### config.mk
export PLATFORM = sky130hd
export DESIGN_NAME = serial_pattern_tx
export DESIGN_NICKNAME = d
export VERILOG_FILES = /design/src/rtl/serial_tx_defs.sv /design/src/rtl/serial_pattern_tx_shift_reg.sv /design/src/rtl/serial_pattern_tx.sv
export SDC_FILE = /design/constraint.sdc
export NUM_CORES = 1
export LEC_CHECK = 0
export ABC_AREA = 1
export CAP_MARGIN = 10
export CORE_MARGIN = 5
export CORE_UTILIZATION = 45
export CTS_BUF_LIST = sky130_fd_sc_hd__clkbuf_16
export CTS_CLUSTER_SIZE = 28
export DETAILED_ROUTE_END_ITERATION = 7
export PLACE_DENSITY = 0.76
export SYNTH_ARGS = -nofsm -noshare
export SYNTH_HDL_FRONTEND = slang
export SYNTH_SLANG_ARGS = --single-unit
### constraint.sdc
create_clock -name clk -period 1.4 [get_ports clk]
set_input_delay 0.21 -clock clk [delete_from_list [all_inputs] [get_ports clk]]
set_output_delay 0.21 -clock clk [all_outputs]
set_load 0.01 [all_outputs]
### src/rtl/serial_tx_defs.sv
// Shared state encodings and defaults for the serial pattern transmitter.
package serial_tx_defs;

   typedef enum logic [1:0] {
      ST_IDLE  = 2'd0,
      ST_SHIFT = 2'd1,
      ST_GAP   = 2'd2
   } tx_state_t;

   localparam logic DEF_IDLE_BIT = 1'b0;

endpackage

### src/rtl/serial_pattern_tx_shift_reg.sv
// Loadable pattern shift register; exposes the head bit the register will hold after this edge.
// MSB-first patterns shorter than WIDTH are left-justified so the head is always bit WIDTH-1.
module tx_shift_reg #(
   parameter int WIDTH     = 8,
   parameter int LENW      = 4,
   parameter bit MSB_FIRST = 1'b0
) (
   input  logic             i_clk,
   input  logic             i_rst,
   input  logic             i_load,
   input  logic             i_shift,
   input  logic [WIDTH-1:0] i_data,
   input  logic [LENW-1:0]  i_len,
   output logic             o_bit_nxt
);

   logic [WIDTH-1:0] r_sreg;
   logic [WIDTH-1:0] w_sreg_nxt;
   logic [WIDTH-1:0] w_just;

   assign w_just = MSB_FIRST ? (i_data << (WIDTH - int'(i_len))) : i_data;

   always_comb begin
      w_sreg_nxt = r_sreg;
      if (i_load) begin
         w_sreg_nxt = w_just;
      end else if (i_shift) begin
         w_sreg_nxt = MSB_FIRST ? {r_sreg[WIDTH-2:0], 1'b0} : {1'b0, r_sreg[WIDTH-1:1]};
      end
   end

   assign o_bit_nxt = MSB_FIRST ? w_sreg_nxt[WIDTH-1] : w_sreg_nxt[0];

   always_ff @(posedge i_clk or posedge i_rst) begin
      if (i_rst) begin
         r_sreg <= '0;
      end else begin
         r_sreg <= w_sreg_nxt;
      end
   end

endmodule

### src/rtl/serial_pattern_tx.sv
// Serial pattern transmitter: accept edge N -> first bit in N+1, last bit in N+L, then GAP_CYCLES idle.
// load_ready is high in IDLE, and also on the last bit when GAP_CYCLES=0 for back-to-back frames.
module serial_pattern_tx
   import serial_tx_defs::*;
#(
   parameter int   WIDTH      = 8,
   parameter int   LENW       = 4,
   parameter int   GAP_CYCLES = 1,
   parameter logic IDLE_BIT   = DEF_IDLE_BIT,
   parameter bit   MSB_FIRST  = 1'b0
) (
   input  logic             clk,
   input  logic             rst,
   input  logic             load_valid,
   output logic             load_ready,
   input  logic [WIDTH-1:0] load_data,
   input  logic [LENW-1:0]  load_len,
   output logic             x,
   output logic             x_valid,
   output logic             x_last,
   output logic             busy
);

   localparam int GW = (GAP_CYCLES < 2) ? 1 : $clog2(GAP_CYCLES + 1);

   tx_state_t         r_state;
   tx_state_t         w_state_nxt;
   logic [LENW-1:0]   r_cnt;
   logic [LENW-1:0]   w_cnt_nxt;
   logic [GW-1:0]     r_gap;
   logic [GW-1:0]     w_gap_nxt;
   logic [LENW-1:0]   w_len_eff;
   logic              w_len_ok;
   logic              w_accept;
   logic              w_load;
   logic              w_shift;
   logic              w_bit_nxt;
   logic              w_x_nxt;
   logic              w_x_valid_nxt;
   logic              w_x_last_nxt;
   logic              w_busy_nxt;
   logic              w_ready_nxt;

   assign w_len_eff = (load_len > LENW'(WIDTH)) ? LENW'(WIDTH) : load_len;
   assign w_len_ok  = (w_len_eff != '0);
   assign w_accept  = load_valid && load_ready;

   always_comb begin
      w_state_nxt = r_state;
      w_cnt_nxt   = r_cnt;
      w_gap_nxt   = r_gap;
      w_load      = 1'b0;
      w_shift     = 1'b0;
      case (r_state)
         ST_IDLE: begin
            // Zero-length offers are consumed here without leaving IDLE.
            if (w_accept && w_len_ok) begin
               w_state_nxt = ST_SHIFT;
               w_cnt_nxt   = w_len_eff;
               w_load      = 1'b1;
            end
         end
         ST_SHIFT: begin
            if (r_cnt == LENW'(1)) begin
               if (GAP_CYCLES == 0 && w_accept && w_len_ok) begin
                  w_cnt_nxt = w_len_eff;
                  w_load    = 1'b1;
               end else if (GAP_CYCLES > 0) begin
                  w_state_nxt = ST_GAP;
                  w_gap_nxt   = GW'(GAP_CYCLES);
               end else begin
                  w_state_nxt = ST_IDLE;
               end
            end else begin
               w_shift   = 1'b1;
               w_cnt_nxt = r_cnt - LENW'(1);
            end
         end
         ST_GAP: begin
            if (r_gap <= GW'(1)) begin
               w_state_nxt = ST_IDLE;
            end else begin
               w_gap_nxt = r_gap - GW'(1);
            end
         end
         default: w_state_nxt = ST_IDLE;
      endcase

      w_x_valid_nxt = (w_state_nxt == ST_SHIFT);
      w_x_last_nxt  = w_x_valid_nxt && (w_cnt_nxt == LENW'(1));
      w_x_nxt       = w_x_valid_nxt ? w_bit_nxt : IDLE_BIT;
      w_busy_nxt    = (w_state_nxt != ST_IDLE);
      w_ready_nxt   = (w_state_nxt == ST_IDLE) || (GAP_CYCLES == 0 && w_x_last_nxt);
   end

   tx_shift_reg #(
      .WIDTH     (WIDTH),
      .LENW      (LENW),
      .MSB_FIRST (MSB_FIRST)
   ) u_shift (
      .i_clk     (clk),
      .i_rst     (rst),
      .i_load    (w_load),
      .i_shift   (w_shift),
      .i_data    (load_data),
      .i_len     (w_len_eff),
      .o_bit_nxt (w_bit_nxt)
   );

   always_ff @(posedge clk or posedge rst) begin
      if (rst) begin
         r_state    <= ST_IDLE;
         r_cnt      <= '0;
         r_gap      <= '0;
         x          <= IDLE_BIT;
         x_valid    <= 1'b0;
         x_last     <= 1'b0;
         busy       <= 1'b0;
         load_ready <= 1'b1;
      end else begin
         r_state    <= w_state_nxt;
         r_cnt      <= w_cnt_nxt;
         r_gap      <= w_gap_nxt;
         x          <= w_x_nxt;
         x_valid    <= w_x_valid_nxt;
         x_last     <= w_x_last_nxt;
         busy       <= w_busy_nxt;
         load_ready <= w_ready_nxt;
      end
   end

endmodule

==> summary by stage <==
Run status
The run finished, with violations left. The checks that failed: setup timing.

Clock tree
The number of buffers added by the clock tree synthesis step is 3. Hold repair after CTS inserted 0 buffers. The CTS tree is built. The clock reaches the later pin of the worst-skew pair after 0.25 ns. Clock-pin slew was measured on the worst setup and hold paths at about 0.050 ns.

The number of buffers on the longest clock path is 2. CTS built an H-tree with a depth of 1. The root buffer selected by CTS is sky130_fd_sc_hd__clkbuf_16.

The clock sink total is 19.

Worst setup path
The largest delay contributor family on the critical path is simple AND/OR/NAND/NOR gates. The largest fanout on the critical path is 8. The critical path goes through ha_1 -> nand3_2 -> nand2_4 -> nor2_1 -> nor2_1 -> nand2_1 -> clkinv_1 -> nand3_1 -> nor2_1. The kind of end point of the critical path is a flop. The cell seen most often among critical-path stages is sky130_fd_sc_hd__nor2_1. The critical path required time is 1.54 ns. The number of buffers and inverters on the critical path is 1. The arrival time of the worst setup path is roughly 1.6 ns. The worst setup path is launched from a flop. The cell with the largest stage delay on the worst path is sky130_fd_sc_hd__dfrtp_1. By startpoint and endpoint, the worst setup path is classified as reg -> reg. The largest incremental delay on the critical path is 0.42 ns.

STA
Setup violations remaining at the end of the flow were counted as 1. Adding up every negative setup slack in the final design gives -0.0294 ns. For the pin with the worst max-slew slack, the measured transition is 0.240 ns.

The minimum period implied by the final worst setup slack is around 1.4 ns. Setup repair after global routing could not meet its margin everywhere. The final critical-path share of the clock period is 1.02. Timing would allow up to 700 MHz. The number of hold violations in the final report was 0. Clock skew on the completed layout was measured at 0.00173 ns. The count of pins over their slew limit is 0. The post-layout worst setup margin is -0.0294 ns. Headroom to the max-slew limit came out at 0.840.

Place
Summed over all nets, the half-perimeter wirelength after detailed placement is 1.51 mm. The placement-stage cell area is between 1000 and 1500 um^2. The number of buffers added on ports is 19. The congestion estimate from routability-driven global placement came to 0.911.

Drt
Wires add up to just over 2 mm. The number of violations reported at the end of detailed-routing iteration 0 is 20. The per-cell routed wire length is 11.8 um. The total via count after detailed routing is 857. The routed via count divided by cell count is 5.01.

In this run the remaining antenna-violating nets after routing total 0. The total DRC errors in the routed layout is 0. The first TritonRoute pass finished after 5 iterations.

Yosys
The post-synthesis net count is 131. For this run, asynchronously set or reset flops after synthesis account for 1.00. Of the synthesized area, sequential elements account for 0.496.

The mapped netlist covers 961 um^2. The gate count of the mapped netlist is ~110. Yosys mapped a number of flops with a built-in enable equal to 0. Among all flip-flop cells after synthesis, the most frequent one is sky130_fd_sc_hd__dfrtp_1. Counting flops and latches in the post-synthesis netlist gives 19.

Synthesis instantiated 22 different standard cells from the library. The number of warnings issued by yosys is 0. The synthesized area divided by synthesized cell count is ~8.4 um^2.

Layout
The final net count is 162. The cell area after layout is ~1300 um^2. In the final layout, flip-flops and latches occupy 477 um^2. Of the cells placed in the final design, the portion with a size suffix greater than 1 is 0.215. 0 antenna diodes ended up in the layout. Counting the fill cells in the layout gives 173. The synthesis-to-layout area growth is 36.7%. Summing all multi-input logic gate instances after layout gives slightly below 400 um^2.

Floorplanning
20 I/O pins were placed. The die height is 56.2 um. For this configuration, the core starts out at a cell density of 0.480. In this run the horizontal extent of the chip is 56.2 um.

The standard cell core area is 2000 um^2. The die footprint is roughly 3200 um^2. The standard-cell row count is 16.

Global route
Entering global routing, the biggest net connects 20 pins. The number of global-route vias before repair is 819. The first global-routing pass estimated 3.49 mm of wire. For this run, the total global-route usage over all layers was measured as 0.134.

For this run the aggregate overflow at the end of global routing stands at 0. The initial antenna violation count was 0.

Power and ir drop
The combinational power share is 0.504. Of the total power, the share spent switching nets is 0.392. The part of the total power dissipated in the clock network is 0.184. The internal power component is 0.00188 W. The power after layout is slightly above 0.003 W. The maximum resistive drop on vdd is 1.52 mV. Summed over all cells, the static leakage comes to 0.666 nW. The register share of total power is 0.312. Summed over all nets, the switching power comes to 0.00121 W. Dividing total power by cell area gives a power density of 2350 nW/um^2.

Worst hold path
The tightest min-delay check is of the in -> async type.

Flow run
The reported max-cap violation count is 0.
-- synthesized netlist by cell type, drive strengths merged, types with 2 or more instances --
| library cell | n | share of area |
|---|---|---|
| o221ai | 5 | 0.046 |
| nor2 | 7 | 0.030 |
| a21oi | 3 | 0.020 |
| inv | 23 | 0.090 |
| dfrtp | 18 | 0.47 |
| o211ai | 3 | 0.023 |
| nand4 | 3 | 0.020 |
| nand3 | 8 | 0.052 |
| nand2 | 36 | 0.16 |
| ha | 2 | 0.026 |
-- layer usage --
| layer | GRT usage | routed length (um) |
|---|---|---|
| met1 | 0.178 | 899 |
| met2 | 0.215 | 997 |
| met3 | 0.0325 | 101 |
| met4 | 0.0407 | 19 |
| met5 | 0 | 0 |
-- layout by cell type (no fill, tap or decap) --
cell / n
sky130_fd_sc_hd__buf_4: 8
sky130_fd_sc_hd__nor2_2: 1
sky130_fd_sc_hd__clkinv_1: 1
sky130_fd_sc_hd__nor2_1: 6
sky130_fd_sc_hd__a21oi_1: 2
sky130_fd_sc_hd__xnor2_1: 1
sky130_fd_sc_hd__dfrtp_1: 18
sky130_fd_sc_hd__nand3_2: 2
sky130_fd_sc_hd__o22ai_1: 1
sky130_fd_sc_hd__clkdlybuf4s50_1: 18
sky130_fd_sc_hd__inv_1: 16
sky130_fd_sc_hd__ha_1: 2
sky130_fd_sc_hd__inv_2: 8
sky130_fd_sc_hd__o211ai_1: 3
sky130_fd_sc_hd__nand2_1: 29
sky130_fd_sc_hd__o221ai_1: 5
sky130_fd_sc_hd__nand2_2: 6
sky130_fd_sc_hd__nand2_4: 1
sky130_fd_sc_hd__nand4_1: 3
sky130_fd_sc_hd__dfstp_2: 1
sky130_fd_sc_hd__clkbuf_16: 3
sky130_fd_sc_hd__dlygate4sd2_1: 1
sky130_fd_sc_hd__a21oi_2: 1
sky130_fd_sc_hd__nand3_1: 6
sky130_fd_sc_hd__o21ai_1: 1
-- area by class of cell --
| type | count | share of cell area |
|---|---|---|
| Clock buffer | 3 | 0.0571 |
| Timing Repair Buffer | 27 | 0.190 |
| Sequential cell | 19 | 0.363 |
| Clock inverter | 1 | 0.00286 |
| Tap cell | 27 | 0.0257 |
| Inverter | 24 | 0.0686 |
| Multi-Input combinational cell | 70 | 0.293 |
-- sequential cells by signal, indices dropped and copies added (netlist names) --
signal          cells
busy                1
load_ready          1
r_cnt               4
r_state             2
u_shift.r_sreg      8
x                   1
x_last              1
x_valid             1
-- power by group through the flow --
stage,registers [W],clock network [W],logic [W]
after global routing,0.000990,0.000606,0.00176
final,0.000964,0.000567,0.00156
after CTS,0.000964,0.000575,0.00150
after detailed placement,0.000971,0,0.00149
after floorplan,0.000976,0,0.000990
after global placement,0.000961,0,0.00146
-- cells by family after synthesis --
logic type / after synthesis / synth area share
AOI/OAI and AO/OA: 13 / 0.100
xor gates and xnor gates: 1 / 0.00912
adders and majority gates: 2 / 0.0260
buffers and inverters: 25 / 0.105
DFF: 19 / 0.496
and+or+nand+nor: 54 / 0.263
-- final timing paths --
kind	from	to	slack [ns]	cells after the start
setup / recovery	r_cnt[0]	x_last	-0.03	9
hold / removal	rst	u_shift.r_sreg[6]	0.30	3
setup reg to reg	r_cnt[0]	x_last	-0.03	9
hold reg to reg	u_shift.r_sreg[1]	u_shift.r_sreg[1]	0.51	2
max in group asynchronous	rst	load_ready	0.84	3
min in group clk	u_shift.r_sreg[1]	u_shift.r_sreg[1]	0.51	2
-- metrics by stage --
step                setup slack, ns  instances  hold slack (ns)  utilization
floorplan                     0.140        114            0.160            -
global placement             -0.115        165            0.497        0.609
detailed placement           -0.135        165            0.497        0.609
CTS                          0.0105        169            0.323        0.648
global route                 -0.171        171            0.341        0.656
finish                      -0.0294        171            0.304        0.656
-- repair_timing --
action,CTS,global route
pin swaps,1,1
gates resized for setup,2,2
setup endpoints to repair,2,8
setup buffers,0,2
hold endpoints to repair,0,0
-- worst register-to-register path, stage by stage (launching register included) --
cell and delay, ns:
sky130_fd_sc_hd__dfrtp_1 0.42, sky130_fd_sc_hd__ha_1 0.23, sky130_fd_sc_hd__nand3_2 0.10, sky130_fd_sc_hd__nand2_4 0.10
sky130_fd_sc_hd__nor2_1 0.13, sky130_fd_sc_hd__nor2_1 0.06, sky130_fd_sc_hd__nand2_1 0.10, sky130_fd_sc_hd__clkinv_1 0.07
sky130_fd_sc_hd__nand3_1 0.07, sky130_fd_sc_hd__nor2_1 0.04
No activity file was read; power rests on OpenSTA's default activity.
